**src/rtl/compare_sched.sv**
```systemverilog
// Round-robin scheduler that streams 256-bit hashes from N heavy-hash cores into one comparator.
// Define CMP_SCHED_STATS_EN to build the hashes_routed completion counter; otherwise it reads as 0.
module compare_sched #(
    parameter int N_CORES        = 4,
    parameter int WORDS_PER_HASH = 4
) (
    input  logic                  clk,
    input  logic                  rst,
    input  logic                  start,
    input  logic                  stop,
    input  logic [N_CORES-1:0]    req,
    output logic [N_CORES-1:0]    core_re,
    input  logic [N_CORES*64-1:0] core_din,
    input  logic [N_CORES-1:0]    core_we,
    input  logic [N_CORES*32-1:0] core_nonce,
    input  logic                  cmp_re,
    output logic [63:0]           cmp_dout,
    output logic                  cmp_we,
    output logic [31:0]           nonce_out,
    output logic                  nonce_valid,
    output logic [2:0]            grant_id,
    output logic                  busy,
    output logic [31:0]           hashes_routed
);
    localparam int CW = $clog2(WORDS_PER_HASH + 1);

    typedef enum logic [1:0] {IDLE, ARB, XFER} state_t;
    state_t state, state_nxt;

    logic [2:0]    rr_ptr;
    logic [2:0]    arb_idx;
    logic          arb_hit;
    logic [3:0]    scan_idx;
    logic [CW-1:0] word_cnt;
    logic [CW-1:0] rd_cnt;
    logic          rd_ok;
    logic          word_in;
    logic          last_word;
    logic          sel_we;
    logic [63:0]   sel_din;
    logic [31:0]   sel_nonce;
    logic [2:0]    rr_next;

    // Cyclic priority scan: lowest offset from rr_ptr wins, so iterate offsets high to low.
    always_comb begin
        arb_hit  = 1'b0;
        arb_idx  = rr_ptr;
        scan_idx = '0;
        for (int k = N_CORES - 1; k >= 0; k--) begin
            scan_idx = {1'b0, rr_ptr} + 4'(k);
            if (scan_idx >= 4'(N_CORES))
                scan_idx = scan_idx - 4'(N_CORES);
            for (int i = 0; i < N_CORES; i++) begin
                if (req[i] && scan_idx == 4'(i)) begin
                    arb_hit = 1'b1;
                    arb_idx = 3'(i);
                end
            end
        end
    end

    always_comb begin
        sel_we    = 1'b0;
        sel_din   = '0;
        sel_nonce = '0;
        for (int i = 0; i < N_CORES; i++) begin
            if (grant_id == 3'(i)) begin
                sel_we    = core_we[i];
                sel_din   = core_din[i*64 +: 64];
                sel_nonce = core_nonce[i*32 +: 32];
            end
        end
    end

    // Reads stop once a whole hash has been requested so the next hash stays in the core FIFO.
    assign rd_ok     = (state == XFER) && !stop && cmp_re && (rd_cnt != CW'(WORDS_PER_HASH));
    assign word_in   = (state == XFER) && !stop && sel_we;
    assign last_word = word_in && (word_cnt == CW'(WORDS_PER_HASH - 1));
    assign rr_next   = (grant_id == 3'(N_CORES - 1)) ? 3'd0 : grant_id + 3'd1;
    assign busy      = (state == XFER);

    always_comb begin
        core_re = '0;
        for (int i = 0; i < N_CORES; i++)
            core_re[i] = rd_ok && (grant_id == 3'(i));
    end

    always_ff @(posedge clk) begin
        if (rst)
            state <= IDLE;
        else
            state <= state_nxt;
    end

    always_comb begin
        state_nxt = state;
        case (state)
            IDLE:    if (start && !stop) state_nxt = ARB;
            ARB:     if (stop) state_nxt = IDLE;
                     else if (arb_hit) state_nxt = XFER;
            XFER:    if (stop) state_nxt = IDLE;
                     else if (last_word) state_nxt = ARB;
            default: state_nxt = IDLE;
        endcase
    end

    always_ff @(posedge clk) begin
        if (rst) begin
            rr_ptr      <= '0;
            grant_id    <= '0;
            word_cnt    <= '0;
            rd_cnt      <= '0;
            cmp_dout    <= '0;
            cmp_we      <= 1'b0;
            nonce_out   <= '0;
            nonce_valid <= 1'b0;
        end else begin
            cmp_we      <= word_in;
            nonce_valid <= last_word;
            if (word_in)
                cmp_dout <= sel_din;
            if (state == ARB && !stop && arb_hit) begin
                grant_id <= arb_idx;
                word_cnt <= '0;
                rd_cnt   <= '0;
            end else if (stop || last_word) begin
                word_cnt <= '0;
                rd_cnt   <= '0;
            end else begin
                if (word_in)
                    word_cnt <= word_cnt + 1'b1;
                if (rd_ok)
                    rd_cnt <= rd_cnt + 1'b1;
            end
            if (last_word) begin
                nonce_out <= sel_nonce;
                rr_ptr    <= rr_next;
            end
        end
    end

`ifdef CMP_SCHED_STATS_EN
    logic [31:0] stat_cnt;

    always_ff @(posedge clk) begin
        if (rst)
            stat_cnt <= '0;
        else if (state == IDLE && start && !stop)
            stat_cnt <= '0;
        else if (last_word)
            stat_cnt <= stat_cnt + 32'd1;
    end

    assign hashes_routed = stat_cnt;
`else
    assign hashes_routed = '0;
`endif

endmodule

```
**config.mk**
```make
export PLATFORM = sky130hd
export DESIGN_NAME = compare_sched
export DESIGN_NICKNAME = d
export VERILOG_FILES = /design/src/rtl/compare_sched.sv
export SDC_FILE = /design/constraint.sdc
export NUM_CORES = 1
export LEC_CHECK = 0
export CORE_AREA = 2 2 207 209
export CTS_CLUSTER_SIZE = 20
export DETAILED_ROUTE_END_ITERATION = 16
export DIE_AREA = 0 0 209 211
export SETUP_SLACK_MARGIN = 0.02
export SLEW_MARGIN = 20
export SYNTH_ARGS = -nofsm -noshare
export SYNTH_HDL_FRONTEND = slang
export SYNTH_SLANG_ARGS = --single-unit
```
**constraint.sdc**
```tcl
create_clock -name clk -period 5.1 [get_ports clk]
set_input_delay 0.51 -clock clk [delete_from_list [all_inputs] [get_ports clk]]
set_output_delay 0.51 -clock clk [all_outputs]
set_load 0.01 [all_outputs]
```
==> results of run 1 <==
[power by group through the flow]
stage,Combinational [uW],Sequential (uW),Clock [uW]
after floorplan,297,911,0
after global placement,726,909,0
after detailed placement,726,909,0
after CTS,731,889,815
after global routing,779,890,840
final,726,888,768
[layout make-up]
class                      instances  area, sq um  area share
tap                              539          674      0.0521
timing repair buffer             518         5220       0.403
clock inverter                     7         78.8     0.00609
multi-input combinational        736         4450       0.344
inverter                          14         52.6     0.00406
antenna                            1         2.50    0.000193
sequential                       112         2240       0.173
clock buffer                       9          225      0.0174
[worst max-delay path, stage by stage, from the launching register on]
cell and delay, ns:
dfxtp_1 0.45, ha_1 0.30, nor2b_4 0.67, nor2b_1 0.35, clkdlybuf4s50_1 0.68
[logic make-up (layout without fill, tap and decap cells)]
kind of cell / Yosys count / after routing / share of synthesized area
AOI/OAI and AO/OA: 266 / 266 / 0.297
buffers and inverters: 150 / 548 / 0.107
muxes: 3 / 3 / 0.00411
other: 1 / 33 / 0.000513
DFF: 112 / 112 / 0.307
xor gates and xnor gates: 4 / 4 / 0.00479
adders and majority gates: 12 / 12 / 0.0205
and+or+nand+nor: 419 / 419 / 0.259
[routing by layer]
layer  up-vias  GRT usage  share of wire
met2       487      0.269           0.48
met4         0     0.0778          0.040
li1       4387          -              -
met1      4217      0.179           0.39
met3        53     0.0465          0.089
met5         -          0              0
[placed cells by master, fill, tap and decap left out, drive strengths merged, types with 4 or more instances in the layout]
master	netlist	final
nor3b	5	5
buf	58	17
nor2	207	207
a211oi	98	98
nand2	9	9
clkdlybuf4s50	0	501
inv	13	16
a221oi	97	97
conb	1	32
nor2b	9	9
dfxtp	112	112
clkbuf	78	9
a31oi	4	4
nand2b	7	7
a21oi	43	43
ha	12	12
xnor2	4	4
nor3	169	169
o21ai	9	9
nand3	4	4
[registers in the layout (all words and copies together), names as in the netlist]
| register | flops |
|---|---|
| nonce_out | 32 |
| cmp_dout | 64 |
| word_cnt | 3 |
| nonce_valid | 1 |
| grant_id | 3 |
| rd_cnt | 3 |
| state | 2 |
| rr_ptr | 3 |
| cmp_we | 1 |
[metrics by stage]
stage	hold slack (ns)	instances	power [uW]	area (sq um)
global placement	0.475	1919	1640	12600
finish	0.492	1936	2380	12900
detailed placement	0.479	1919	1640	12600
CTS	0.495	1935	2430	12900
global route	0.512	1936	2510	12900
floorplan	0.478	998	1210	7430
[path summary, 6_finish.rpt]
kind | start | to | slack, ns
worst max-delay path | grant_id[0]$_SDFFE_PP0P_ | core_re[1] | 1.77
worst min-delay path | cmp_dout[58]$_SDFFE_PP0P_ | cmp_dout[58]$_SDFFE_PP0P_ | 0.49
worst max register to register | rr_ptr[1]$_SDFFE_PP0P_ | rd_cnt[0]$_SDFFE_PP0P_ | 1.97
worst min register to register | cmp_dout[58]$_SDFFE_PP0P_ | cmp_dout[58]$_SDFFE_PP0P_ | 0.49
==> flow_summary.ini, run 1 <==
[outcome]
outcome = finished clean

[power]
switching_share = 0.298
powerDensity_nw_per_um2 = 184
combPwrFrac = 0.305
power.leakage_uw = 0.00435
switchingPower_uw = 709
internal_power_uw = 1670
pwr-share-clk = 0.323
seq_power_share = 0.373
peakVddDrop_v = 0.000112

[logic_synthesis]
synth_edf_count = 0
ys.flop_type = dfxtp_1
synth.distinct_cells = 45
synthTopCellsByArea = dfxtp_1 (31%), a221oi_1 (12%), nor3_1 (11%)
netlist_instances = 967
avgSynthCellArea_sq_um = 7.56
ys_seq_elements = 112
async_reset_ff_frac = 0
synth_most_common_cell = nor2_1
yosys.area.top_type = dfxtp_1
synth_commonest_cells = nor2_1 (206), nor3_1 (168), dfxtp_1 (112)
synth_top_area_share = 0.307
yosys_warnings = 0
synthesis.area_sq_um = 7310
seq_area_frac_synth = 0.307

[layout]
post-route-util = 0.310
nNetsFinal = 1800
layout-drive-gt1-share = 0.0559
area_delta_synth_final_pct = 77.0
fillerInstances = 4460

[floorplanning]
io_pins = 535
die_w_um = 209
core_area_sq_um = 41800
start_util = 0.175
die_area_sq_um = 44100
die_h_um = 211
rows = 75

[drt]
num_vias = 9144
wire_per_inst_um = 18.9
route.detailed.drc = 0
initialDrtViolationCount = 598
avgViaCountPerCell = 4.72
antenna_left = 0
firstDrtPassIters = 5
wl_mm = 36.6

[clocking]
clock-sinks = 112
h-tree-depth = 3
post_cts_buffers = 0
clockBufferDepth = 2
clkSlewWorstSetupHoldPaths_ns = 0.08
cts_root_buf = clkbuf_16
hold_buffers = 0
clk_latency_ns = 0.38
cts_tree = done
cts_buffers = 9
cts_resized = 0

[sta]
hold_viol_final = 0
final_max_slew_viol_count = 0
relSlewSlack = 0.380
setup_ws_ns = 1.77
finalSetupTns_ns = 0
finalCriticalPeriod_ns = 3.33
tightest_slew_ns = 0.931
final.period_utilization = 0.653
rsz0062_at_grt = false
finalSetupViolations = 0
fin_skew_ns = 0.00889
max_freq_mhz = 301

[global_route]
grt_max_degree = 69
grt_usage = 0.157
grt_overflow = 0
grt_pass1_wl_mm = 52.8
antenna_found_initial = 1
grt_pass1_vias = 8933

[worst_setup_path]
crit_path_start_kind = flop
critPathKind = flop to primary output
worstSetupEndpointType = primary output
required_ns = 4.59
r2r_cells = 8
critPathMaxFanout = 20
worstPathArrival_ns = 2.82

[hold_path]
hold_class = flop to flop
hold_depth = 2

[placement]
numPortBuffers = 502
dp_hpwl_mm = 28.4
dp_slack_ns = 1.72
gp_congestion = 0.864

[job]
cap_violations = 0
Power figures use the tool's default switching activity.
==> run 2, diff against run 1 <==
CORE_AREA = 2 2 210 212   (was 2 2 207 209)
DIE_AREA = 0 0 212 214   (was 0 0 209 211)
clock period = 3.5 ns   (was 5.1 ns; I/O delays follow)
==> flow_summary.ini, run 2 (synthesized netlist as in run 1, its figures left out) <==
[outcome]
outcome = finished clean

[global_route]
grt_max_degree = 107
antenna_found_initial = 2
grt_pass1_vias = 8993
grt_overflow = 0
grt_usage = 0.152
grt_pass1_wl_mm = 52.3

[floorplanning]
die_area_sq_um = 45400
rows = 76
io_pins = 535
start_util = 0.170
core_area_sq_um = 42900
die_h_um = 214
die_w_um = 212

[hold_path]
hold_class = flop to flop

[sta]
final_max_slew_viol_count = 0
finalSetupViolations = 0
max_freq_mhz = 328
final.period_utilization = 0.871
fin_skew_ns = 0.00965
hold_viol_final = 0
finalCriticalPeriod_ns = 3.05
relSlewSlack = 0.566
finalSetupTns_ns = 0
rsz0062_at_grt = false
tightest_slew_ns = 0.646

[drt]
num_vias = 9155
wl_mm = 36.0
initialDrtViolationCount = 629
avgViaCountPerCell = 4.58
route.detailed.drc = 0
antenna_left = 0
wire_per_inst_um = 18.0
firstDrtPassIters = 5

[layout]
layout_common_cells = clkdlybuf4s50_1 (501), nor2_1 (206), nor3_1 (168)
top_register = cmp_dout
nNetsFinal = 1816
antenna_cells = 0
largestRegisters = cmp_dout (64), nonce_out (32)
fillerInstances = 4586
post-route-util = 0.308
layout-drive-gt1-share = 0.0659
largest_reg_flops = 64
area_delta_synth_final_pct = 80.4
final_common_cell = clkdlybuf4s50_1

[clocking]
cts_resized = 0
clockBufferDepth = 2
cts_root_buf = clkbuf_16
clk_latency_ns = 0.37
hold_buffers = 0
clkSlewWorstSetupHoldPaths_ns = 0.08
cts_tree = done
clock-sinks = 112
post_cts_buffers = 0
cts_buffers = 9
h-tree-depth = 3

[worst_setup_path]
required_ns = 3.77
crit_path_start_kind = flop
slowest_delay_ns = 0.69
critPathMaxFanout = 20
path_delay_family = compound AO/OA/AOI/OAI gates
critPathSlowestCell = dfxtp_1
cp_cell_sequence = nor2_1 -> xnor2_1 -> inv_1 -> ha_1 -> nor2b_1 -> o31ai_1 -> a211oi_1 -> or3_1 -> a2111oi_2
worstSetupEndpointType = flop
crit_buf_inv = 1
critPathKind = flop to flop
worstPathArrival_ns = 3.32

[placement]
dp_hpwl_mm = 28.0
gp_congestion = 0.877
numPortBuffers = 502

[power]
power.leakage_uw = 0.00447
peakVddDrop_v = 0.000210
powerDensity_nw_per_um2 = 263

[job]
cap_violations = 0
## run 2: worst paths after layout
check	from	endpoint	slack, ns	cells past startpoint
max	rr_ptr[1]$_SDFFE_PP0P_	word_cnt[2]$_SDFFE_PP0P_	0.45	9
min	cmp_dout[2]$_SDFFE_PP0P_	cmp_dout[2]$_SDFFE_PP0P_	0.49	2
max reg2reg	rr_ptr[1]$_SDFFE_PP0P_	word_cnt[2]$_SDFFE_PP0P_	0.45	9
min reg2reg	cmp_dout[2]$_SDFFE_PP0P_	cmp_dout[2]$_SDFFE_PP0P_	0.49	2
## run 2: per-layer routing
metal  track usage  vias to the layer above  wire, um
met2         0.269                      473     17500
li1              -                     4411         -
met5             0                        -         9
met1         0.170                     4219     14000
met3        0.0374                       50      3320
met4        0.0688                        2      1170
## run 2: cell type report
type	count	area [sq um]	area share
tap	585	732	0.0555
timing repair buffer	534	5410	0.410
clock buffer	11	243	0.0184
inverter	14	52.6	0.00398
sequential	112	2240	0.170
clock inverter	5	63.8	0.00484
multi-input combinational	736	4450	0.337
## run 2: stage by stage
step                      area, sq um  hold slack, ns  cells  power [uW]  setup slack [ns]
after CTS                       13200           0.494   1997        3540             0.516
after global routing            13200           0.511   1997        3660             0.107
after detailed placement        12900           0.480   1981        2390             0.536
after global placement          12900           0.476   1981        2390             0.531
after floorplan                  7430           0.478    998        1760             0.774
final                           13200           0.492   1997        3470             0.453
## run 2: report_power, final
| group | switching (uW) | leakage, uW | internal [uW] |
|---|---|---|---|
| combinational | 461 | 0.00342 | 606 |
| sequential | 9.43 | 0.000903 | 1290 |
| clock | 524 | 0.000146 | 581 |
## run 2: worst min-delay path: stages (launching register included)
cell,delay [ns]
dfxtp_1,0.31
nor2_1,0.09
nor3_1,0.05
